## config.mk

```make
export PLATFORM = sky130hd
export DESIGN_NAME = lock_access_controller
export DESIGN_NICKNAME = d
export VERILOG_FILES = /design/src/rtl/lock_pkg.sv /design/src/rtl/lock_cycle_timer.sv /design/src/rtl/lock_access_controller.sv
export SDC_FILE = /design/constraint.sdc
export NUM_CORES = 1
export LEC_CHECK = 0
export ABC_AREA = 0
export CORE_MARGIN = 4
export CORE_UTILIZATION = 45
export DETAILED_ROUTE_END_ITERATION = 12
export MAX_ROUTING_LAYER = met4
export PLACE_DENSITY_LB_ADDON = 0.1
export SLEW_MARGIN = 25
export SYNTH_ARGS = -nofsm -noshare
export SYNTH_HDL_FRONTEND = slang
export SYNTH_SLANG_ARGS = --single-unit
export TNS_END_PERCENT = 20
```

## constraint.sdc

```tcl
create_clock -name clk -period 3.7 [get_ports clk]
set_input_delay 0.37 -clock clk [delete_from_list [all_inputs] [get_ports clk]]
set_output_delay 0.37 -clock clk [all_outputs]
set_load 0.005 [all_outputs]
```

## src/rtl/lock_pkg.sv

```systemverilog
// ============================================================================
// lock_pkg: shared state encoding and default sizing for the lock controller.
// Revision: 1.0
// ============================================================================
`default_nettype none

package lock_pkg;

  localparam logic [2:0] ST_IDLE    = 3'd0;
  localparam logic [2:0] ST_ARM     = 3'd1;
  localparam logic [2:0] ST_SHIFT   = 3'd2;
  localparam logic [2:0] ST_CHECK   = 3'd3;
  localparam logic [2:0] ST_OPEN    = 3'd4;
  localparam logic [2:0] ST_RELOCK  = 3'd5;
  localparam logic [2:0] ST_LOCKOUT = 3'd6;

  localparam int c_code_len       = 4;
  localparam int c_max_fails      = 3;
  localparam int c_fail_w         = 2;
  localparam int c_lockout_cycles = 1000;
  localparam int c_relock_cycles  = 500;
  localparam int c_tmr_w          = 16;

endpackage

`default_nettype wire

```

## src/rtl/lock_cycle_timer.sv

```systemverilog
// ============================================================================
// lock_cycle_timer: loadable down-counter; expired is high while the count is 0.
// Revision: 1.0
// ============================================================================
`default_nettype none

module lock_cycle_timer
  import lock_pkg::*;
#(
  parameter int TMR_W = c_tmr_w
) (
  input  logic             clk,
  input  logic             reset,
  input  logic             load,
  input  logic [TMR_W-1:0] load_val,
  input  logic             en,
  output logic             expired
);

  logic [TMR_W-1:0] r_count;

  always_ff @(posedge clk or posedge reset) begin
    if (reset) begin
      r_count <= '0;
    end else if (load) begin
      r_count <= load_val;
    end else if (en && (r_count != '0)) begin
      r_count <= r_count - 1'b1;
    end
  end

  assign expired = (r_count == '0);

endmodule

`default_nettype wire

```

## src/rtl/lock_access_controller.sv

```systemverilog
// ============================================================================
// lock_access_controller: feeds a keypad code bit-serially into the lock FSM,
// judges the attempt, counts failures, and handles lockout and relock.
// Revision: 1.0
// ============================================================================
`default_nettype none

module lock_access_controller
  import lock_pkg::*;
#(
  parameter int CODE_LEN       = c_code_len,
  parameter int MAX_FAILS      = c_max_fails,
  parameter int FAIL_W         = c_fail_w,
  parameter int LOCKOUT_CYCLES = c_lockout_cycles,
  parameter int RELOCK_CYCLES  = c_relock_cycles,
  parameter int TMR_W          = c_tmr_w
) (
  input  logic                clk,
  input  logic                reset,
  input  logic                code_valid,
  input  logic [CODE_LEN-1:0] code_bits,
  output logic                code_ready,
  input  logic                lock_cmd,
  input  logic                lock_locked,
  input  logic                lock_unlocked,
  output logic                lock_rst,
  output logic                lock_data_in,
  output logic                lock_submit,
  output logic                door_open,
  output logic                lockout,
  output logic [FAIL_W-1:0]   fail_cnt,
  output logic                attempt_ok,
  output logic                attempt_fail
);

  localparam int                c_idx_w     = (CODE_LEN > 1) ? $clog2(CODE_LEN) : 1;
  localparam logic [c_idx_w-1:0] c_last_idx = c_idx_w'(CODE_LEN - 1);
  localparam logic [FAIL_W-1:0]  c_fail_max = FAIL_W'(MAX_FAILS);
  localparam logic [FAIL_W-1:0]  c_fail_sat = {FAIL_W{1'b1}};

  logic [2:0]          r_state;
  logic [CODE_LEN-1:0] r_code;
  logic [c_idx_w-1:0]  r_idx;

  logic                w_success;
  logic [FAIL_W-1:0]   w_fail_next;
  logic                w_to_lockout;
  logic                w_tmr_load;
  logic [TMR_W-1:0]    w_tmr_load_val;
  logic                w_tmr_en;
  logic                w_tmr_expired;

  // Only unlocked=1 with locked=0 counts as success; the illegal 1/1 is a failure.
  assign w_success      = lock_unlocked && !lock_locked;
  assign w_fail_next    = (fail_cnt == c_fail_sat) ? fail_cnt : fail_cnt + 1'b1;
  assign w_to_lockout   = !w_success && (w_fail_next == c_fail_max);
  assign w_tmr_load     = (r_state == ST_CHECK) && (w_success || w_to_lockout);
  assign w_tmr_load_val = w_success ? TMR_W'(RELOCK_CYCLES) : TMR_W'(LOCKOUT_CYCLES);
  assign w_tmr_en       = (r_state == ST_OPEN) || (r_state == ST_LOCKOUT);

  lock_cycle_timer #(
    .TMR_W(TMR_W)
  ) u_timer (
    .clk     (clk),
    .reset   (reset),
    .load    (w_tmr_load),
    .load_val(w_tmr_load_val),
    .en      (w_tmr_en),
    .expired (w_tmr_expired)
  );

  // Outputs are registered alongside the next state so they always decode r_state.
  always_ff @(posedge clk or posedge reset) begin
    if (reset) begin
      r_state      <= ST_IDLE;
      r_code       <= '0;
      r_idx        <= '0;
      fail_cnt     <= '0;
      code_ready   <= 1'b1;
      lock_rst     <= 1'b0;
      lock_data_in <= 1'b0;
      lock_submit  <= 1'b0;
      door_open    <= 1'b0;
      lockout      <= 1'b0;
      attempt_ok   <= 1'b0;
      attempt_fail <= 1'b0;
    end else begin
      lock_rst     <= 1'b0;
      lock_data_in <= 1'b0;
      lock_submit  <= 1'b0;
      attempt_ok   <= 1'b0;
      attempt_fail <= 1'b0;
      case (r_state)
        ST_IDLE: begin
          if (code_valid && code_ready) begin
            r_code     <= code_bits;
            r_idx      <= '0;
            code_ready <= 1'b0;
            lock_rst   <= 1'b1;
            r_state    <= ST_ARM;
          end
        end
        ST_ARM: begin
          lock_data_in <= r_code[CODE_LEN-1];
          r_code       <= r_code << 1;
          r_state      <= ST_SHIFT;
        end
        ST_SHIFT: begin
          if (r_idx == c_last_idx) begin
            r_state <= ST_CHECK;
          end else begin
            lock_data_in <= r_code[CODE_LEN-1];
            r_code       <= r_code << 1;
            r_idx        <= r_idx + 1'b1;
          end
        end
        ST_CHECK: begin
          if (w_success) begin
            attempt_ok <= 1'b1;
            fail_cnt   <= '0;
            door_open  <= 1'b1;
            r_state    <= ST_OPEN;
          end else begin
            attempt_fail <= 1'b1;
            fail_cnt     <= w_fail_next;
            if (w_to_lockout) begin
              lockout <= 1'b1;
              r_state <= ST_LOCKOUT;
            end else begin
              code_ready <= 1'b1;
              r_state    <= ST_IDLE;
            end
          end
        end
        ST_OPEN: begin
          if (lock_cmd || w_tmr_expired) begin
            door_open   <= 1'b0;
            lock_submit <= 1'b1;
            r_state     <= ST_RELOCK;
          end
        end
        ST_RELOCK: begin
          code_ready <= 1'b1;
          r_state    <= ST_IDLE;
        end
        ST_LOCKOUT: begin
          if (w_tmr_expired) begin
            fail_cnt   <= '0;
            lockout    <= 1'b0;
            code_ready <= 1'b1;
            r_state    <= ST_IDLE;
          end
        end
        default: begin
          door_open  <= 1'b0;
          lockout    <= 1'b0;
          code_ready <= 1'b1;
          r_state    <= ST_IDLE;
        end
      endcase
    end
  end

endmodule

`default_nettype wire

```

* Yosys cells after proc, flatten, opt, wreduce, memory -nomap -nowiden
Index checks and enable logic that the tools add are counted.
W data, S select, Z words.
** Storage, ports and cells
- Bits of input ports :: 10
- Bits in registers :: 35
- Logic and storage cells :: 106
- Output and inout port bits :: 10
** Cells by class
- Bitwise gates (word level) :: 3
- $add $sub $neg :: 3
- Mux-type cells :: 42
- Equal/unequal tests :: 18
- Reductions and logical operators :: 27
** Operators with widths (number)
- $mux W16 :: 2
- $mux W1 :: 18
- $mux W3 :: 6
- $pmux W3 S6 :: 1
- $logic_not A16 Y1 :: 1
- $ne A2 B2 Y1 const B :: 8
- $reduce_bool A16 Y1 :: 1
- $sub A16 B1 Y16 const B :: 1
- $pmux W4 S3 :: 1
- $mux W10 :: 1
- $mux W2 :: 5
- $reduce_or A5 Y1 :: 2
- $eq A3 B3 Y1 const B :: 3
- $reduce_and A3 Y1 :: 3
- $mux W4 :: 2
- $pmux W2 S2 :: 2
- $reduce_and A4 Y1 :: 2
- $eq A2 B2 Y1 const B :: 3
- $eq A3 B2 Y1 const B :: 2
- $pmux W1 S3 :: 2
- $reduce_bool A2 Y1 :: 3
- $logic_and A1 B1 Y1 :: 5
- $reduce_and A5 Y1 :: 1
- $add A2 B1 Y2 const B :: 2
- 11 further kinds :: 16

* Logic depth before layout (Yosys ltp)
Gate-level depths: netlist of the first run.
- Word-level depth :: 7
- Depth in mapped cells :: 7
- Gate-level depth less buffers :: 6

* By module
Synthesis of the first run repeated with hierarchy kept, for this count alone.
** Second synthesis, totals
- Cell total of the unflattened synthesis :: 220
- Area total of the unflattened synthesis :: 2042.0 sq um
** Modules (own cells, without submodules)
- lock_cycle_timer :: cells an instance 122, seq. area each 400.4 sq um, times used 1, area each 1034.7 sq um
- lock_access_controller :: cells an instance 98, seq. area each 476.7 sq um, times used 1, area each 1007.2 sq um

* Least setup slack after synthesis of the first run
Ideal clock, no wire load.
- Path kind :: register -> register
- Start :: register u_timer.r_count[0]
- End :: register fail_cnt[0]
- Required time :: 3563 ps
- Path buffers :: 1
- Stages on the path, launching flop included :: 8
- Arrival time :: 2007 ps
- Library setup time :: 137 ps
- Slack :: 1556 ps
- Cell sequence :: dfrtp_1 -> inv_1 -> ha_1 -> or3b_2 -> or4_4 -> buf_6 -> o211ai_1 -> o21ai_0
** On the way
- Word-level cells in the longest chain between the ends :: 3
** Ends and longest elaborated chain
- from (decl) :: RTL line lock_cycle_timer.sv:20 : logic [TMR_W-1:0] r_count;
- from (signal assigned) :: RTL line lock_cycle_timer.sv:26 : r_count <= load_val;
- from (signal assigned) :: RTL line lock_cycle_timer.sv:28 : r_count <= r_count - 1'b1;
- $logic_not A16 Y1 :: RTL line lock_cycle_timer.sv:32 : assign expired = (r_count == '0);
- $ne A2 B2 Y1 (no source line)
- $reduce_and A2 Y1 (no source line)
- to (signal assigned) :: RTL line lock_access_controller.sv:125 : fail_cnt <= w_fail_next;
- to (decl) :: RTL line lock_access_controller.sv:31 : output logic [FAIL_W-1:0] fail_cnt,
No other way between the ends.
A chain may end at the register's enable or synchronous reset.

* Worst setup path in the final report of the first run
- Start :: register u_timer.r_count[0]
- End :: register door_open
** On the way
- Word-level cells in the longest chain between the ends :: 4
** Ends and longest elaborated chain
- $logic_not A16 Y1 :: RTL line lock_cycle_timer.sv:32
- $logic_or A1 B1 Y1 :: RTL line lock_access_controller.sv:136 : if (lock_cmd || w_tmr_expired) begin
- $ne A2 B1 Y1 (no source line)
- $reduce_and A3 Y1 (no source line)
- to (signal assigned) :: RTL line lock_access_controller.sv:121 : door_open <= 1'b1;
- to (signal assigned) :: RTL line lock_access_controller.sv:137 : door_open <= 1'b0;
- to (signal assigned) :: RTL line lock_access_controller.sv:155 : door_open <= 1'b0;
- to (decl) :: RTL line lock_access_controller.sv:29 : output logic door_open,
No other way between the ends.

==> summary.md, run 1 <==
| Metric | Value |
|---|---|
| Outcome | finished clean |
| Leakage | 0.9167 nW |
| CP startpoint | u_timer.r_count[0] |
| Gr ovfl total | 0 |
| IO Count | 20 |
| Crit-path max FO | 16 |
| Die height | 73.84 um |
| Pint | 0.001034 W |
| Switch Pwr | 0.0006544 W |
| Initial Util | 47.73% |
| Dpl ws | 1.234 ns |
| CTS Buf Count | 5 |
| Worst r2r src | u_timer.r_count[0] |
| Antenna Nets Post-Route | 0 |
| Fin crit share | 67.85% |
| Setup violators final | 0 |
| Footprint of the multi-input gates | 987.2 sq um |
| Number of inserted diodes | 0 |
| Yosys reg bits | 35 |
| Synthesized net count | 218 |
| CP endpoint kind | flop |
| Post-cts resize count | 0 |
| Setup TNS | 0 ns |
| Clk_lat worst skew | 0.29 ns |
| CP required | 3.88 ns |
| Vias in the first global route | 1,601 |
| PortBufs | 19 |
| EDFF count, synth | 0 |
| Clock buffer depth | 2 |
| Initial antenna violation count | 0 |
| Asr flop ratio synth | 100.0% |
| Post-synth cell types | 53 |
| Hpwl dp | 3100 um |
| Switching Share | 38.76% |
| FMAX | 0.3983 GHz |
| Final non-filler cell total | 273 |
| Number of DRC markers in iteration 0 | 108 |
| Worst IR Drop VDD | 0.3210 mV |
| Setup ws final | 1.190 ns |
| Combinational power share | 39.7% |
| CTS tree | yes |
| Syn avg cell area | 9.469 sq um |
| Clock-pin slew of the registers on the worst-case setup and hold paths | 0.07 ns |
| Final Hold Vio Count | 0 |
| Worst Skew | 0.005395 ns |
| Relative slew slack | 45.94% |
| First-pass GRT wire length | 7583 um |
| Min-Delay Path Class | in2async |
| Clock sinks | 35 |
| Yosys top cell area share | 43.62% |
| Routability Congestion | 0.8425 |
| Final nets | 234 |
| CP arrival | 2.69 ns |
| Die X | 73.84 um |
| Sequential Area | 877.1 sq um |
| RSZ-0062 raised after global routing | no |
| Via count | 1,663 |
| Ys Warns | 0 |
| Root Buffer | clkbuf_8 |
| Met3 Wirelength | 238 um |
| Final Max Slew Viols | 0 |
| Top_reg_cell synth | dfrtp_1 |
| Detailed Routing Iterations Pass 1 | 4 |
| Power Dens Cells | 746.4 nW/um^2 |
| M1 wire length | 2135 um |
| Crit path launch type | flop |
| Largest area contributor in the netlist | dfrtp_1 |
| Sequential area share after synthesis | 44.96% |
| Row Count | 23 |
| Met2 wire len | 1977 um |
| Clock power frac | 17.7% |
| Die area | 5452 sq um |
| Most frequent cells in the layout | dfrtp_1 (34), clkdlybuf4s50_1 (19), a21oi_1 (16) |
| Cts hold-fix bufs | 0 |
| Largest net degree at the start of global routing | 36 |
| Routed length per placed instance | 16.14 um |
| GR Util All Layers | 18.60% |
| Area growth syn-to-layout | 15.97% |
| DP Cell Count | 265 |
| Via/cell ratio | 6.092 |
| Post-CTS Setup Inserts | 0 |
| Fillers | 375 |
| Final WL | 4406 um |
| DRC errors left | 0 |
| Max Cap Viol | 0 |
| Synthesized instance count | 206 |
| Syn Std Cell Area | 1951 sq um |
| Most common cell after layout, fill and taps aside | dfrtp_1 |
| CP Class | reg2reg |
| Fraction of layout cells with a size suffix above 1 | 9.417% |
| Highest metal used | met4 |
| Area of the core | 4086 sq um |
| Sequential fraction of design power | 42.6% |
| Worst Max-Slew Pin Slew | 0.8048 ns |
| Crit path time final | 2.510 ns |
| Synth top area cells | dfrtp_1 (44%), a21oi_1 (4.1%), or4_1 (3.8%), mux2_2 (3.5%), o21ai_0 (2.8%) |
| CTS H-Tree Depth | 2 |
| R2R setup slack | 1.19 ns |
## registers in the layout (all words and copies together) (netlist names)
| register | count |
|---|---|
| r_idx | 2 |
| r_code | 4 |
| fail_cnt | 2 |
| r_state | 3 |
| u_timer.r_count | 16 |
| lockout | 1 |
| lock_data_in | 1 |
| lock_rst | 1 |
| attempt_fail | 1 |
| attempt_ok | 1 |
| door_open | 1 |
| code_ready | 1 |
| lock_submit | 1 |
## worst max-delay path, stage by stage, from the launching register on
cell and delay (ns):
dfrtp_1 0.41, inv_1 0.09, ha_1 0.20, or3b_2 0.54
nor4_4 0.71, o21ai_0 0.17, a31o_2 0.28
## path summary, 6_finish.rpt
path,endpoint,cells past startpoint
setup reg to reg,door_open,6
min in group clk,r_code[1],1
setup / recovery,door_open,6
hold / removal,u_timer.r_count[10],3
max in group asynchronous,code_ready,3
hold reg to reg,r_code[1],1
## layer usage
metal	vias to the layer above	GRT usage [%]
met2	49	26.38
li1	805	-
met3	6	5.198
met5	-	-
met4	0	5.634
met1	803	25.75
## cells in the mapped netlist (all sizes together) (2+ instances only)
| library cell | count |
|---|---|
| o31ai | 5 |
| a211oi | 3 |
| o32ai | 2 |
| ha | 2 |
| nor3b | 2 |
| nor2 | 13 |
| nor2b | 2 |
| o21ai | 13 |
| mux2 | 6 |
| dfrtp | 34 |
| nor3 | 3 |
| nand2 | 13 |
| a21o | 3 |
| nor4 | 5 |
| a31oi | 4 |
| mux2i | 3 |
| a311oi | 2 |
| a22o | 2 |
| o211ai | 4 |
| or4 | 11 |
| or2 | 2 |
| or3 | 5 |
| nand2b | 4 |
| inv | 8 |
| nand3 | 8 |
| clkbuf | 7 |
| a21oi | 16 |
| buf | 5 |
| o21a | 2 |
## final cells by class
| class | count | area share [%] |
|---|---|---|
| clock buffers | 8 | 4.425 |
| flip-flops and latches | 35 | 38.77 |
| multi-input cells | 151 | 43.64 |
| repair buffers | 21 | 9.071 |
| well taps | 50 | 2.765 |
| inverters | 8 | 1.327 |
## power by group through the flow
stage          Sequential, W  Clock [W]  Combinational [W]
6_report            0.000719   0.000299           0.000671
3_3_place_gp        0.000708          0           0.000641
5_1_grt             0.000746   0.000324           0.000755
2_1_floorplan       0.000630          0           0.000540
4_1_cts             0.000715   0.000310           0.000672
3_5_place_dp        0.000719          0           0.000670
## per-stage QoR
step | power [W] | hold slack (ns) | utilization [%] | cell area [sq um]
finish | 0.001689 | 0.4732 | 55.36 | 2262
global route | 0.001825 | 0.5242 | 55.36 | 2262
CTS | 0.001697 | 0.4871 | 55.36 | 2262
detailed placement | 0.001389 | 0.5017 | 52.91 | 2162
global placement | 0.001349 | 0.4831 | 52.91 | 2162
floorplan | 0.001171 | 0.4564 | - | 1951
## kinds of logic after synthesis
| logic type | Yosys count | share of synthesized area [%] |
|---|---|---|
| compound gates | 63 | 21.17 |
| xor+xnor | 1 | 0.4491 |
| fa+ha+maj | 2 | 1.283 |
| buf+inv | 20 | 4.426 |
| flops | 35 | 44.97 |
| mux | 9 | 5.003 |
| simple gates | 76 | 22.71 |
Power figures use the tool's default switching activity.
==> inputs of run 2 (changes only) <==
- clock period: 3.7 -> 2.2 ns (I/O delays scaled with it)
==> run 2 against run 1 <==
Against the previous run: clock-buffer cell count decreased by 2; first-iteration DRC count decreased by 13%; non-clock buffer count up 13; worst setup slack lost 1.1 ns; highest routed layer unchanged; fmax is 19% higher; die area unchanged; clock power rose by 130%; worst hold slack lost 0.14 ns; cell count increased by 4.8%; combinational power increased by 98%; critical path type unchanged.
==> summary.md, run 2 (synthesis gave the netlist of run 1 again) <==
| Metric | Value |
|---|---|
| Post-CTS Setup Inserts | 0 |
| Initial Util | 47.73% |
| CP required | 2.41 ns |
| Largest regs | u_timer.r_count x16, r_code x4, r_state x3 |
| Max Cap Viol | 0 |
| Via count | 1,776 |
| PortBufs | 19 |
| Setup violators final | 0 |
| Root Buffer | clkbuf_8 |
| Fraction of layout cells with a size suffix above 1 | 15.68% |
| Routed length per placed instance | 16.32 um |
| FMAX | 0.4728 GHz |
| GR Util All Layers | 19.64% |
| Clock-pin slew of the registers on the worst-case setup and hold paths | 0.07 ns |
| Most flops, register | u_timer.r_count |
| Detailed Routing Iterations Pass 1 | 4 |
| Antenna Nets Post-Route | 0 |
| Area of the core | 4086 sq um |
| Via/cell ratio | 6.210 |
| Min-Delay Path Class | in2async |
| M2 GR Usage | 30.31% |
| Die X | 73.84 um |
| CTS Buf Count | 5 |
| First-pass GRT wire length | 8017 um |
| Final nets | 247 |
| Final Max Slew Viols | 0 |
| Max FFs per register | 16 |
| Power Dens Cells | 1311 nW/um^2 |
| Gr busiest metal | met2 |
| CP arrival | 2.33 ns |
| Worst IR Drop VDD | 0.7319 mV |
| Die height | 73.84 um |
| Clk_lat worst skew | 0.29 ns |
| Leakage | 0.9964 nW |
| Sequential Area | 877.1 sq um |
| Area growth syn-to-layout | 23.28% |
| Post-layout instance area | 2405 sq um |
| GR Util met3 | 5.198% |
| Worst hold margin | 0.3296 ns |
| Row Count | 23 |
| Footprint of the multi-input gates | 999.7 sq um |
| CP endpoint kind | flop |
| Outcome | finished clean |
| Routability Congestion | 0.8726 |
| Fin crit share | 96.14% |
| Most common cell after layout, fill and taps aside | dfrtp_1 |
| Worst Skew | 0.008948 ns |
| Final Hold Vio Count | 0 |
| CTS tree | yes |
| Worst Max-Slew Pin Slew | 0.6016 ns |
| DRC errors left | 0 |
| Largest net degree at the start of global routing | 36 |
| DP Area | 2260 sq um |
| Crit path launch type | flop |
| Gr ovfl total | 0 |
| Initial antenna violation count | 0 |
| Crit-path max FO | 10 |
| Number of inserted diodes | 0 |
| Clock buffer depth | 2 |
| CP Class | reg2reg |
| Clock sinks | 35 |
| Crit path time final | 2.115 ns |
| Final WL | 4667 um |
| Most frequent cells in the layout | dfrtp_1 (34), clkdlybuf4s50_1 (19), a21oi_1 (16) |
| Relative slew slack | 59.62% |
| Number of DRC markers in iteration 0 | 94 |
| Vias in the first global route | 1,770 |
| Fillers | 353 |
| Die area | 5452 sq um |
| RSZ-0062 raised after global routing | no |
| Hpwl dp | 3341 um |
| Routing usage on met1 | 24.91% |
| CTS H-Tree Depth | 2 |
| IO Count | 20 |
| R2R setup slack | 0.08 ns |
run 2: cell types whose count changed in the layout (fill, tap and decap cells not counted), sizes merged:
cell,previous run,this run
buf,2,15
bufinv,0,2
clkbuf,8,6
run 2: area by class of cell:
type | instances | share of cell area [%]
clock buffer | 6 | 3.018
multi-input combinational | 151 | 41.57
tap | 50 | 2.601
sequential | 35 | 36.47
timing repair buffer | 34 | 12.59
inverter | 8 | 1.249
clock inverter | 2 | 2.497
run 2: critical path, stage by stage (launching register included):
cell	delay [ns]
dfrtp_1	0.40
inv_1	0.09
ha_2	0.21
or3b_4	0.42
or4_4	0.57
a21o_1	0.19
a31oi_1	0.16
run 2: path summary, 6_finish.rpt:
kind                                 endpoint          startpoint  cells past startpoint
max                        u_timer.r_count[9]  u_timer.r_count[0]                      6
max in group asynchronous          code_ready               reset                      3
min                                 door_open               reset                      3
min reg2reg                u_timer.r_count[8]  u_timer.r_count[8]                      1
max reg2reg                u_timer.r_count[9]  u_timer.r_count[0]                      6
min in group clk                    r_code[0]        code_bits[0]                      3
run 2: where the power goes:
| group | switching [W] | internal (W) |
|---|---|---|
| Combinational | 0.000661 | 0.000665 |
| Clock | 0.000234 | 0.000453 |
| Sequential | 0.000250 | 0.000889 |
run 2: metal layers:
metal / share of wire, % / wire length (um)
met1: 46 / 2140
met2: 47 / 2185
met3: 6.0 / 282
met4: 1.3 / 59
met5: 0 / 0
run 2: repair_timing:
action                                  in CTS  in global routing
resized for setup                            1                  4
cloned                                       0                  0
pin swaps                                    0                  0
hold buffers                                 0                  0
endpoints found under the setup margin       3                  8
run 2: stage by stage:
step	worst slack, ns	utilization [%]	cells	total power [W]	setup TNS, ns
detailed placement	-0.03102	55.30	278	0.002444	-0.05225
finish	0.08492	58.85	286	0.003152	0
global route	0.009077	58.85	286	0.003381	0
CTS	0.04310	58.60	286	0.003142	0
floorplan	0.05608	-	206	0.001969	0
global placement	0.03889	55.30	278	0.002363	0
==> inputs of run 3 (changes only) <==
- CORE_MARGIN: 4 -> 1.5
- CORE_UTILIZATION: 45 -> 51
- REMOVE_ABC_BUFFERS: not set -> 1
==> run 3 against run 2 <==
Against the previous run: sequential power about the same; global-route usage increased by 4.7 points; combinational power is 3% lower; clock-buffer cell count increased by 2; utilization up 5.6 points; sequential share of layout area grew 0.72 points; critical path depth down 2; final area shrank 1.9%; clock skew shrank 0.00091 ns; first-iteration DRC count increased by 84%; critical path type unchanged; largest power group unchanged.
==> summary.md, run 3 (synthesis gave the netlist of run 1 again) <==
| Metric | Value |
|---|---|
| Detailed Routing Iterations Pass 1 | 4 |
| Worst Skew | 0.008039 ns |
| Largest regs | u_timer.r_count x16, r_code x4, r_state x3 |
| DRC errors left | 0 |
| Clock power frac | 15.3% |
| Most flops, register | u_timer.r_count |
| Relative slew slack | 65.05% |
| Worst hold margin | 0.2538 ns |
| First-pass GRT wire length | 7555 um |
| Final non-filler cell total | 283 |
| CP startpoint | u_timer.r_count[7] |
| Sequential Area | 877.1 sq um |
| Min-Delay Path Class | in2async |
| Post-CTS Setup Inserts | 0 |
| Number of inserted diodes | 0 |
| Power Dens Cells | 1222 nW/um^2 |
| Final Max Slew Viols | 0 |
| Clock sinks | 35 |
| Worst r2r src | u_timer.r_count[7] |
| Hpwl dp | 3259 um |
| Initial antenna violation count | 0 |
| Routed length per placed instance | 16.05 um |
| FMAX | 0.4852 GHz |
| Slowest-stage cell, CP | or4_4 |
| Final nets | 246 |
| Root Buffer | clkbuf_8 |
| DP Cell Count | 275 |
| Largest net degree at the start of global routing | 21 |
| Number of DRC markers in iteration 0 | 173 |
| PortBufs | 19 |
| Initial Util | 53.28% |
| Setup TNS | 0 ns |
| Clock-pin slew of the registers on the worst-case setup and hold paths | 0.07 ns |
| CP peak stage delay | 0.58 ns |
| Antenna Nets Post-Route | 0 |
| IO Count | 20 |
| Dpl ws | 0.01423 ns |
| Worst IR Drop VDD | 0.6201 mV |
| Crit-path leading delay family | simple AND/OR/NAND/NOR gates |
| CTS H-Tree Depth | 2 |
| DP Area | 2262 sq um |
| Cts hold-fix bufs | 0 |
| Setup violators final | 0 |
| CTS tree | yes |
| Area of the core | 3661 sq um |
| Footprint of the multi-input gates | 1003 sq um |
| CTS Buf Count | 5 |
| CP Buf/Inv Count | 0 |
| Gr ovfl total | 0 |
| Fraction of layout cells with a size suffix above 1 | 14.47% |
| Worst path cell trace | or4_4 -> or2_1 -> or4_1 -> a21oi_1 |
| Fillers | 318 |
| GR Util All Layers | 24.30% |
| Die X | 64.85 um |
| Row Count | 22 |
| Routability Congestion | 0.8949 |
| Leakage | 0.9693 nW |
| Area growth syn-to-layout | 20.91% |
| CP arrival | 2.27 ns |
| Switching Share | 38.68% |
| Outcome | finished clean |
| Final WL | 4543 um |
| Sequential fraction of design power | 39.8% |
| Combinational power share | 44.9% |
| Crit path time final | 2.061 ns |
| CP required | 2.41 ns |
| Most frequent cells in the layout | dfrtp_1 (34), clkdlybuf4s50_1 (19), a21oi_1 (16) |
| Vias in the first global route | 1,644 |
| Via count | 1,748 |
| Max Cap Viol | 0 |
| Fin crit share | 93.68% |
| Switch Pwr | 0.001115 W |
| Crit path launch type | flop |
| RSZ-0062 raised after global routing | no |
| Post-layout instance area | 2359 sq um |
| Die area | 4205 sq um |
| Most common cell after layout, fill and taps aside | dfrtp_1 |
| Via/cell ratio | 6.177 |
| Setup ws final | 0.1391 ns |
| Crit-path max FO | 7 |
| Clk_lat worst skew | 0.28 ns |
| CP Class | reg2reg |
| Max FFs per register | 16 |
| CP endpoint kind | flop |
| Pint | 0.001768 W |
| Die height | 64.85 um |
| Clock buffer depth | 2 |
| Worst Max-Slew Pin Slew | 0.5208 ns |
| Final Hold Vio Count | 0 |
run 3: worst paths after layout:
check | end | slack [ns] | cells after the start
worst max-delay path | u_timer.r_count[12] | 0.14 | 4
worst min-delay path | r_state[2] | 0.25 | 3
worst max register to register | u_timer.r_count[12] | 0.14 | 4
worst min register to register | r_code[1] | 0.51 | 1
max in group asynchronous | code_ready | 1.69 | 3
min in group clk | r_code[0] | 0.51 | 3
run 3: worst reg2reg max path, cell delays in order, from the launching register on:
cell and delay [ns]:
dfrtp_1 0.40, or4_4 0.58, or2_1 0.35, or4_1 0.50, a21oi_1 0.16
run 3: repair_timing:
action / in CTS / in global routing
setup endpoints to repair: 1 / 10
resized for setup: 1 / 4
pin swaps: 0 / 1
run 3: stage by stage:
stage | power [W] | utilization (%)
2_1_floorplan | 0.001936 | -
4_1_cts | 0.002868 | 63.98
6_report | 0.002883 | 64.42
3_5_place_dp | 0.002416 | 61.79
5_1_grt | 0.003110 | 64.42
3_3_place_gp | 0.002352 | 61.79
run 3: power groups by stage:
stage	sequential, W	combinational [W]	clock (W)
2_1_floorplan	0.00113	0.000811	0
3_3_place_gp	0.00113	0.00122	0
3_5_place_dp	0.00114	0.00127	0
4_1_cts	0.00114	0.00127	0.000458
5_1_grt	0.00119	0.00144	0.000487
6_report	0.00115	0.00129	0.000442
run 3: per-layer routing:
metal | vias up | wire length (um) | track usage [%]
met1 | 873 | 2027 | 28.81
met2 | 45 | 2272 | 40.72
met3 | 5 | 192 | 6.250
li1 | 825 | - | -
met5 | - | 0 | -
met4 | 0 | 51 | 7.447
run 3: layout make-up:
class | instances | area share, %
Inverter | 8 | 1.273
Tap cell | 48 | 2.546
Clock buffer | 8 | 3.395
Multi-Input combinational cell | 151 | 42.55
Timing Repair Buffer | 33 | 13.05
Sequential cell | 35 | 37.19
